<file path="config.mk">
export PLATFORM = sky130hd
export DESIGN_NAME = fft8_frame_loader
export DESIGN_NICKNAME = d
export VERILOG_FILES = /design/src/rtl/fft8_frame_loader.sv
export SDC_FILE = /design/constraint.sdc
export NUM_CORES = 1
export LEC_CHECK = 0
export CORE_MARGIN = 1.5
export CORE_UTILIZATION = 55
export CTS_BUF_LIST = sky130_fd_sc_hd__clkbuf_4 sky130_fd_sc_hd__clkbuf_8
export DETAILED_ROUTE_END_ITERATION = 10
export PLACE_DENSITY = 0.8
export SYNTH_ARGS = -nofsm -noshare
export SYNTH_HDL_FRONTEND = slang
export SYNTH_SLANG_ARGS = --single-unit
</file>
<file path="constraint.sdc">
create_clock -name clk -period 2.4 [get_ports clk]
set_input_delay 0.48 -clock clk [delete_from_list [all_inputs] [get_ports clk]]
set_output_delay 0.48 -clock clk [all_outputs]
set_load 0.01 [all_outputs]
</file>
<file path="src/rtl/fft8_frame_loader.sv">
// Packs single-precision samples into 256-bit FFT input frames using two ping-pong slots.
// Short frames closed by s_last are padded with PAD_WORD and flagged on m_short.
module fft8_frame_loader #(
    parameter int                  SAMPLE_W  = 32,
    parameter int                  N_SAMPLES = 8,
    parameter logic [SAMPLE_W-1:0] PAD_WORD  = '0
) (
    input  logic                          clk,
    input  logic                          rst_n,
    input  logic                          s_valid,
    output logic                          s_ready,
    input  logic [SAMPLE_W-1:0]           s_data,
    input  logic                          s_last,
    output logic                          m_valid,
    input  logic                          m_ready,
    output logic [SAMPLE_W*N_SAMPLES-1:0] m_data,
    output logic                          m_short,
    output logic [15:0]                   frame_cnt
);
    localparam int FRAME_W = SAMPLE_W * N_SAMPLES;
    localparam int IDX_W   = (N_SAMPLES > 1) ? $clog2(N_SAMPLES) : 1;

    typedef enum logic [1:0] {EMPTY, FILLING, FULL} slot_st_t;

    slot_st_t           st_q    [2];
    slot_st_t           st_d    [2];
    logic [FRAME_W-1:0] data_q  [2];
    logic [FRAME_W-1:0] data_d  [2];
    logic [1:0]         short_q, short_d;
    logic               wr_q, wr_d, rd_q, rd_d;
    logic [IDX_W-1:0]   idx_q, idx_d;
    logic               s_ready_q, s_ready_d;
    logic [15:0]        cnt_q, cnt_d;
    logic               acc, pop, close;

    always_ff @(posedge clk or negedge rst_n) begin
        if (!rst_n) begin
            for (int i = 0; i < 2; i++) begin
                st_q[i]   <= EMPTY;
                data_q[i] <= '0;
            end
            short_q   <= '0;
            wr_q      <= 1'b0;
            rd_q      <= 1'b0;
            idx_q     <= '0;
            s_ready_q <= 1'b0;
            cnt_q     <= '0;
        end else begin
            for (int i = 0; i < 2; i++) begin
                st_q[i]   <= st_d[i];
                data_q[i] <= data_d[i];
            end
            short_q   <= short_d;
            wr_q      <= wr_d;
            rd_q      <= rd_d;
            idx_q     <= idx_d;
            s_ready_q <= s_ready_d;
            cnt_q     <= cnt_d;
        end
    end

    always_comb begin
        for (int i = 0; i < 2; i++) begin
            st_d[i]   = st_q[i];
            data_d[i] = data_q[i];
        end
        short_d = short_q;
        wr_d    = wr_q;
        rd_d    = rd_q;
        idx_d   = idx_q;
        cnt_d   = cnt_q;

        acc   = s_valid && s_ready_q;
        pop   = (st_q[rd_q] == FULL) && m_ready;
        close = s_last || (idx_q == IDX_W'(N_SAMPLES - 1));

        // The popped slot is FULL and the write slot never is, so these never collide.
        if (pop) begin
            st_d[rd_q] = EMPTY;
            rd_d       = ~rd_q;
            cnt_d      = cnt_q + 16'd1;
        end

        if (acc) begin
            for (int j = 0; j < N_SAMPLES; j++) begin
                if (j == int'(idx_q))
                    data_d[wr_q][FRAME_W-1-SAMPLE_W*j -: SAMPLE_W] = s_data;
                else if (close && j > int'(idx_q))
                    data_d[wr_q][FRAME_W-1-SAMPLE_W*j -: SAMPLE_W] = PAD_WORD;
            end
            if (close) begin
                st_d[wr_q]    = FULL;
                short_d[wr_q] = (idx_q != IDX_W'(N_SAMPLES - 1));
                wr_d          = ~wr_q;
                idx_d         = '0;
            end else begin
                st_d[wr_q] = FILLING;
                idx_d      = idx_q + 1'b1;
            end
        end

        s_ready_d = (st_d[wr_d] != FULL);
    end

    assign s_ready   = s_ready_q;
    assign m_valid   = (st_q[rd_q] == FULL);
    assign m_data    = data_q[rd_q];
    assign m_short   = m_valid && short_q[rd_q];
    assign frame_cnt = cnt_q;

endmodule
</file>
# Word-level counts from Yosys, hierarchy flattened
# Cells that the tools add are included.
# Widths: inputs -> output; s select.
[word_totals]
regBits = 540
inputBits = 37
[classes]
addsub = 2
magnitude_cmp = 15
eq_ne = 11
mux = 77
bitwise_logic = 13
n_reduce_logical = 16
[op_table]
columns = ["operator", "count"]
rows = [
  ["$mux 512", 22],
  ["$bwmux 512", 15],
  ["$demux 256 s1", 8],
  ["$mux 256", 4],
  ["$mux 224", 1],
  ["$mux 192", 1],
  ["$mux 160", 1],
  ["$mux 128", 1],
  ["$mux 96", 1],
  ["$mux 64", 1],
  ["$mux 32", 1],
  ["$add 16x1->16 const B", 1],
  ["$mux 2", 8],
  ["$logic_and 1x1->1", 13],
  ["$eq 3x3->1 const A", 4],
  ["$gt 3x3->1 const A", 4],
  ["$mux 4", 3],
  ["$eq 2x3->1 const A", 2],
  ["$ge 2x2->1 const B", 3],
  ["$gt 2x3->1 const A", 2],
  ["$not 1->2", 3],
  ["$mux 1", 5],
  ["$and 2x2->2", 2],
  ["$and 4x4->4", 1],
  ["21 further kinds", 27],
]

# Logic depth before layout (Yosys ltp)
# Gate-level depths: netlist of run 1.
[depth]
depth_word = 35
depth_mapped = 8
mapped_depth_nobuf = 6

# Worst setup path before layout of run 1
# OpenSTA, ideal clock, no wires.
[synth_path]
path_type = "reg2reg"
from = "register idx_q[1]"
to = "register data_q[100] (netlist bit)"
arrival_ns = 1.843
slack_ns = 0.491
path_stages_with_launch = 9
n_path_buf = 2
synth_period_minus_slack_ns = 1.909
path_cell_list = "dfrtp_1 > ha_1 > ha_1 > or2_1 > buf_2 > a22o_1 > nand2_1 > buf_4 > a22o_1"
[synth_between]
elab_chain_len = 30
word_cells_on_any_way = 60
cone_classes = "7 x order compare; 8 x eq/ne; 36 x mux; 9 x reduce/logical"
[synth_lines]
columns = ["element", "line", "source"]
rows = [
  ["from (decl)", "31", "logic [IDX_W-1:0] idx_q, idx_d;"],
  ["from (signal assigned)", "56", "idx_q <= idx_d;"],
  ["$logic_not 3->1", "86", "if (j == int'(idx_q))"],
  ["$mux 512", "86", ""],
  ["$mux 512", "84", "if (acc) begin"],
  ["$bwmux 512", "89", "data_d[wr_q][FRAME_W-1-SAMPLE_W*j -: SAMPLE_W] = PAD_WORD;"],
  ["$mux 512", "88", "else if (close && j > int'(idx_q))"],
  ["$mux 512", "86", ""],
  ["$mux 512", "84", ""],
  ["$bwmux 512", "89", ""],
  ["(+14 left out)", "-", ""],
  ["$mux 512", "84", ""],
  ["$bwmux 512", "89", ""],
  ["$mux 512", "88", ""],
  ["$mux 512", "86", ""],
  ["$mux 512", "84", ""],
  ["$bwmux 512", "89", ""],
  ["$mux 512", "88", ""],
  ["$mux 512 (*)", "86", ""],
  ["to (signal, indexed assignment)", "51", "data_q[i] <= data_d[i];"],
  ["to (decl)", "27", "logic [FRAME_W-1:0] data_q [2];"],
]
# Every way passes the cells marked *; elsewhere a longest branch is shown, timed or not. The select of a mux whose other input is x is not followed.
# A chain may end at the register's enable or synchronous reset.

# Worst setup path in the final report of run 1
[layout_path]
from = "register rd_q"
to = "output port m_data[138]"
[layout_between]
elab_chain_len = 4
[layout_lines]
columns = ["element", "line", "source"]
rows = [
  ["from (decl)", "30", "logic wr_q, wr_d, rd_q, rd_d;"],
  ["from (signal assigned)", "55", "rd_q <= rd_d;"],
  ["$not 1->2 (implied by the code)", "107", "assign m_data = data_q[rd_q];"],
  ["$mux 256 (implied by the code) (3 in series)", "107", ""],
  ["to (decl)", "16", "output logic [SAMPLE_W*N_SAMPLES-1:0] m_data,"],
]
# No other way between the ends. The select of a mux whose other input is x is not followed.

==> results.md, run 1 <==
- Status: finished, violations left
- Failing checks: setup timing
- Residual DRC count: 0
- Global Route Usage Sum: 31.5%
- Main flop type after synthesis: dfrtp_1
- HP Class: in2async
- Vias in the first global route: 16968
- Initial Util: 55.8%
- Final Hold Violating Endpoints: 0
- WS Path Type: reg2out
- Layout cell share with drive strength beyond 1: 37.3%
- Peak supply drop: 0.000588 V
- Clock skew: 0.0124 ns
- Fill cell count: 2610
- Crit path time final: 2.80 ns
- Num CTS Buffers: 86
- Global route overflow: 0
- Final #Nets: 2087
- Critical Path Start: rd_q$_DFFE_PN0N_
- Crit path DAT: 2.32 ns
- Crit-path slowest cell: dfrtp_4
- P per Cell Area: 1150 nW/um2
- Worst-Margin Slew: 1.16 ns
- Slew HR: 22.5%
- Largest net degree at the start of global routing: 84
- Root Buffer: clkbuf_8
- Max FO, Critical Path: 19
- I/O Buffers: 311
- Seq cells post-synth: 540
- Cells after Synth: 1622
- Fraction of registers with async set/reset: 100%
- Via count: 16652
- Post-synth design cell area: 22800 um2
- Height of the die: 207 um
- Mapped Avg Cell Area: 14.1 um2
- Most frequent cells in the layout: dfrtp_1, a22o_1, mux2_2, buf_4, clkbuf_8
- Area grow syn2layout: 30.4%
- Setup WS pre-CTS: 0.0474 ns
- Clk buf depth: 3
- Hpwl dp: 43.0 mm
- Final wirelength: 68.9 mm
- Vias/cell: 6.32
- Core area: 40900 um2
- Number of core rows: 74
- H-tree Lvls: 3
- DRT iter0 DRCs: 1467
- RSZ-0062 raised after global routing: true
- Iteration count of the initial detailed-routing pass: 5
- Post-route setup TNS: -37.31 ns
- Clock Latency Late Sink: 0.63 ns
- Post-synth EDFFs: 0
- Max incr delay on CP: 0.50 ns
- CP cell instances: buf_12, buf_12, mux2_2, clkdlybuf4s50_1
- Post-synth cell types: 45
- Pins Over Slew Limit: 0
- FF-to-FF Start: idx_q[0]$_DFFE_PN0N_
- First-pass GRT wire length: 102 mm
- Setup ws final: -0.397 ns
- CTS clk-pin slew, worst paths: 0.06 ns
- Total of max-cap violations: 0
- Crit path max-delay family: buffers and inverters
- Clock sinks: 540
- Die W: 207 um
- Routed Antenna Nets: 0
- Syn Nets: 1666
- Final Setup Violations: 248
- Leakage: 15.9 nW
- Fmax: 357 MHz
- Cell repeated most along the worst path: buf_12
- Initial antenna violation count: 2
- Post-route insts no fill: 2634
- WL/cell: 26.2 um
- I/O pin count: 312
- Sequential cell area fraction in the yosys report: 59.2%
- Most common cell after layout, fill and taps aside: dfrtp_1
- Post-route clock period utilization: 117%
- Startpoint Class: register
- Dpl cells: 2413
- CP endpoint kind: output port
- WP buf/inv: 3
- CP required: 1.92 ns
- Area of the die: 42700 um2
- TritonCTS clock tree: done
- Synth warn: 0
- RePlAce Congestion: 0.850
==> through the flow <==
stage | utilization, % | hold slack (ns) | total power (W) | area (um2)
6_report | 72.7 | 0.379 | 0.0342 | 29800
3_3_place_gp | 66.1 | 0.450 | 0.0242 | 27000
2_1_floorplan | - | 0.184 | 0.0189 | 22800
3_5_place_dp | 66.1 | 0.465 | 0.0246 | 27000
4_1_cts | 71.3 | 0.369 | 0.0333 | 29200
5_1_grt | 72.7 | 0.393 | 0.0356 | 29800
==> Yosys cell counts (4+ instances only) <==
cell type,count,area share (%)
dfrtp_1,540,59
a22o_1,450,17
mux2_2,263,13
buf_2,90,2.0
mux2_1,60,3.0
clkbuf_1,52,0.86
nand2_1,32,0.53
buf_4,18,0.59
nor2_1,11,0.18
o21ai_0,9,0.20
nand3_1,8,0.18
xnor2_1,8,0.31
and2_1,7,0.19
ha_1,7,0.38
xor2_1,7,0.27
inv_1,5,0.082
and3_1,4,0.11
buf_6,4,0.20
nand4_1,4,0.11
==> flip-flops by register name, indices dropped and copies added (netlist names) <==
name	cells
rd_q	1
st_q	4
idx_q	3
s_ready	1
frame_cnt	16
wr_q	1
data_q	512
short_q	2
==> layout make-up <==
| cell class | instances | area, um2 | share of cell area (%) |
|---|---|---|---|
| Clock buffer | 142 | 1730 | 5.81 |
| Antenna cell | 2 | 5.00 | 0.0168 |
| Timing Repair Buffer | 499 | 5130 | 17.2 |
| Clock inverter | 3 | 23.8 | 0.0799 |
| Inverter | 6 | 22.5 | 0.0757 |
| Tap cell | 532 | 666 | 2.24 |
| Sequential cell | 540 | 13500 | 45.4 |
| Multi-Input combinational cell | 910 | 8670 | 29.1 |
==> routing by layer <==
metal  wire [um]  vias to the layer above  global-route usage (%)  part of all wire (%)
li1            -                     6970                       -                     -
met1       29300                     8727                    45.3                    42
met2       32200                      831                    47.7                    47
met3        5440                      124                    6.08                   7.9
met4        2000                        0                    12.2                   2.9
met5           0                        -                       0                     0
==> where the power goes <==
group,internal [W],switching (W)
clock network,0.00450,0.00353
logic,0.00731,0.00617
registers,0.0113,0.00135
total,0.0231,0.0110
==> cell families (layout without fill, tap and decap cells) <==
| family | after synthesis | in the layout | share of synthesized area, % |
|---|---|---|---|
| flops | 540 | 540 | 59.2 |
| compound gates | 472 | 472 | 17.9 |
| mux | 323 | 323 | 15.9 |
| buf+inv | 172 | 650 | 3.75 |
| simple gates | 93 | 93 | 2.26 |
| xor+xnor | 15 | 15 | 0.576 |
| fa+ha+maj | 7 | 7 | 0.384 |
| other cells | 0 | 2 | 0 |
==> what timing repair did <==
action                                  in CTS  in global routing
setup buffers                               27                 38
endpoints found under the setup margin     258                258
hold buffers                                 1                  0
hold endpoints to repair                    42                  0
cloned                                       3                  7
pin swaps                                    0                  0
gates resized for setup                    373                395
==> path summary, 6_finish.rpt <==
kind | depth (start not counted) | slack [ns] | to
max | 4 | -0.40 | m_data[138]
min | 2 | 0.38 | data_q[63]$_DFFE_PN0P_
max reg2reg | 6 | 0.08 | data_q[193]$_DFFE_PN0P_
min reg2reg | 1 | 0.48 | frame_cnt[15]$_DFFE_PN0N_
max in group asynchronous | 3 | 1.14 | data_q[65]$_DFFE_PN0P_
min in group clk | 1 | 0.48 | frame_cnt[15]$_DFFE_PN0N_
Note: power is estimated with default switching activity, not from simulation.
==> inputs of run 2 (changes only) <==
Settings changed: SLEW_MARGIN from default to 20.
==> results of run 2 <==
The final DEF is identical to that of run 1; final timing and power are the same.
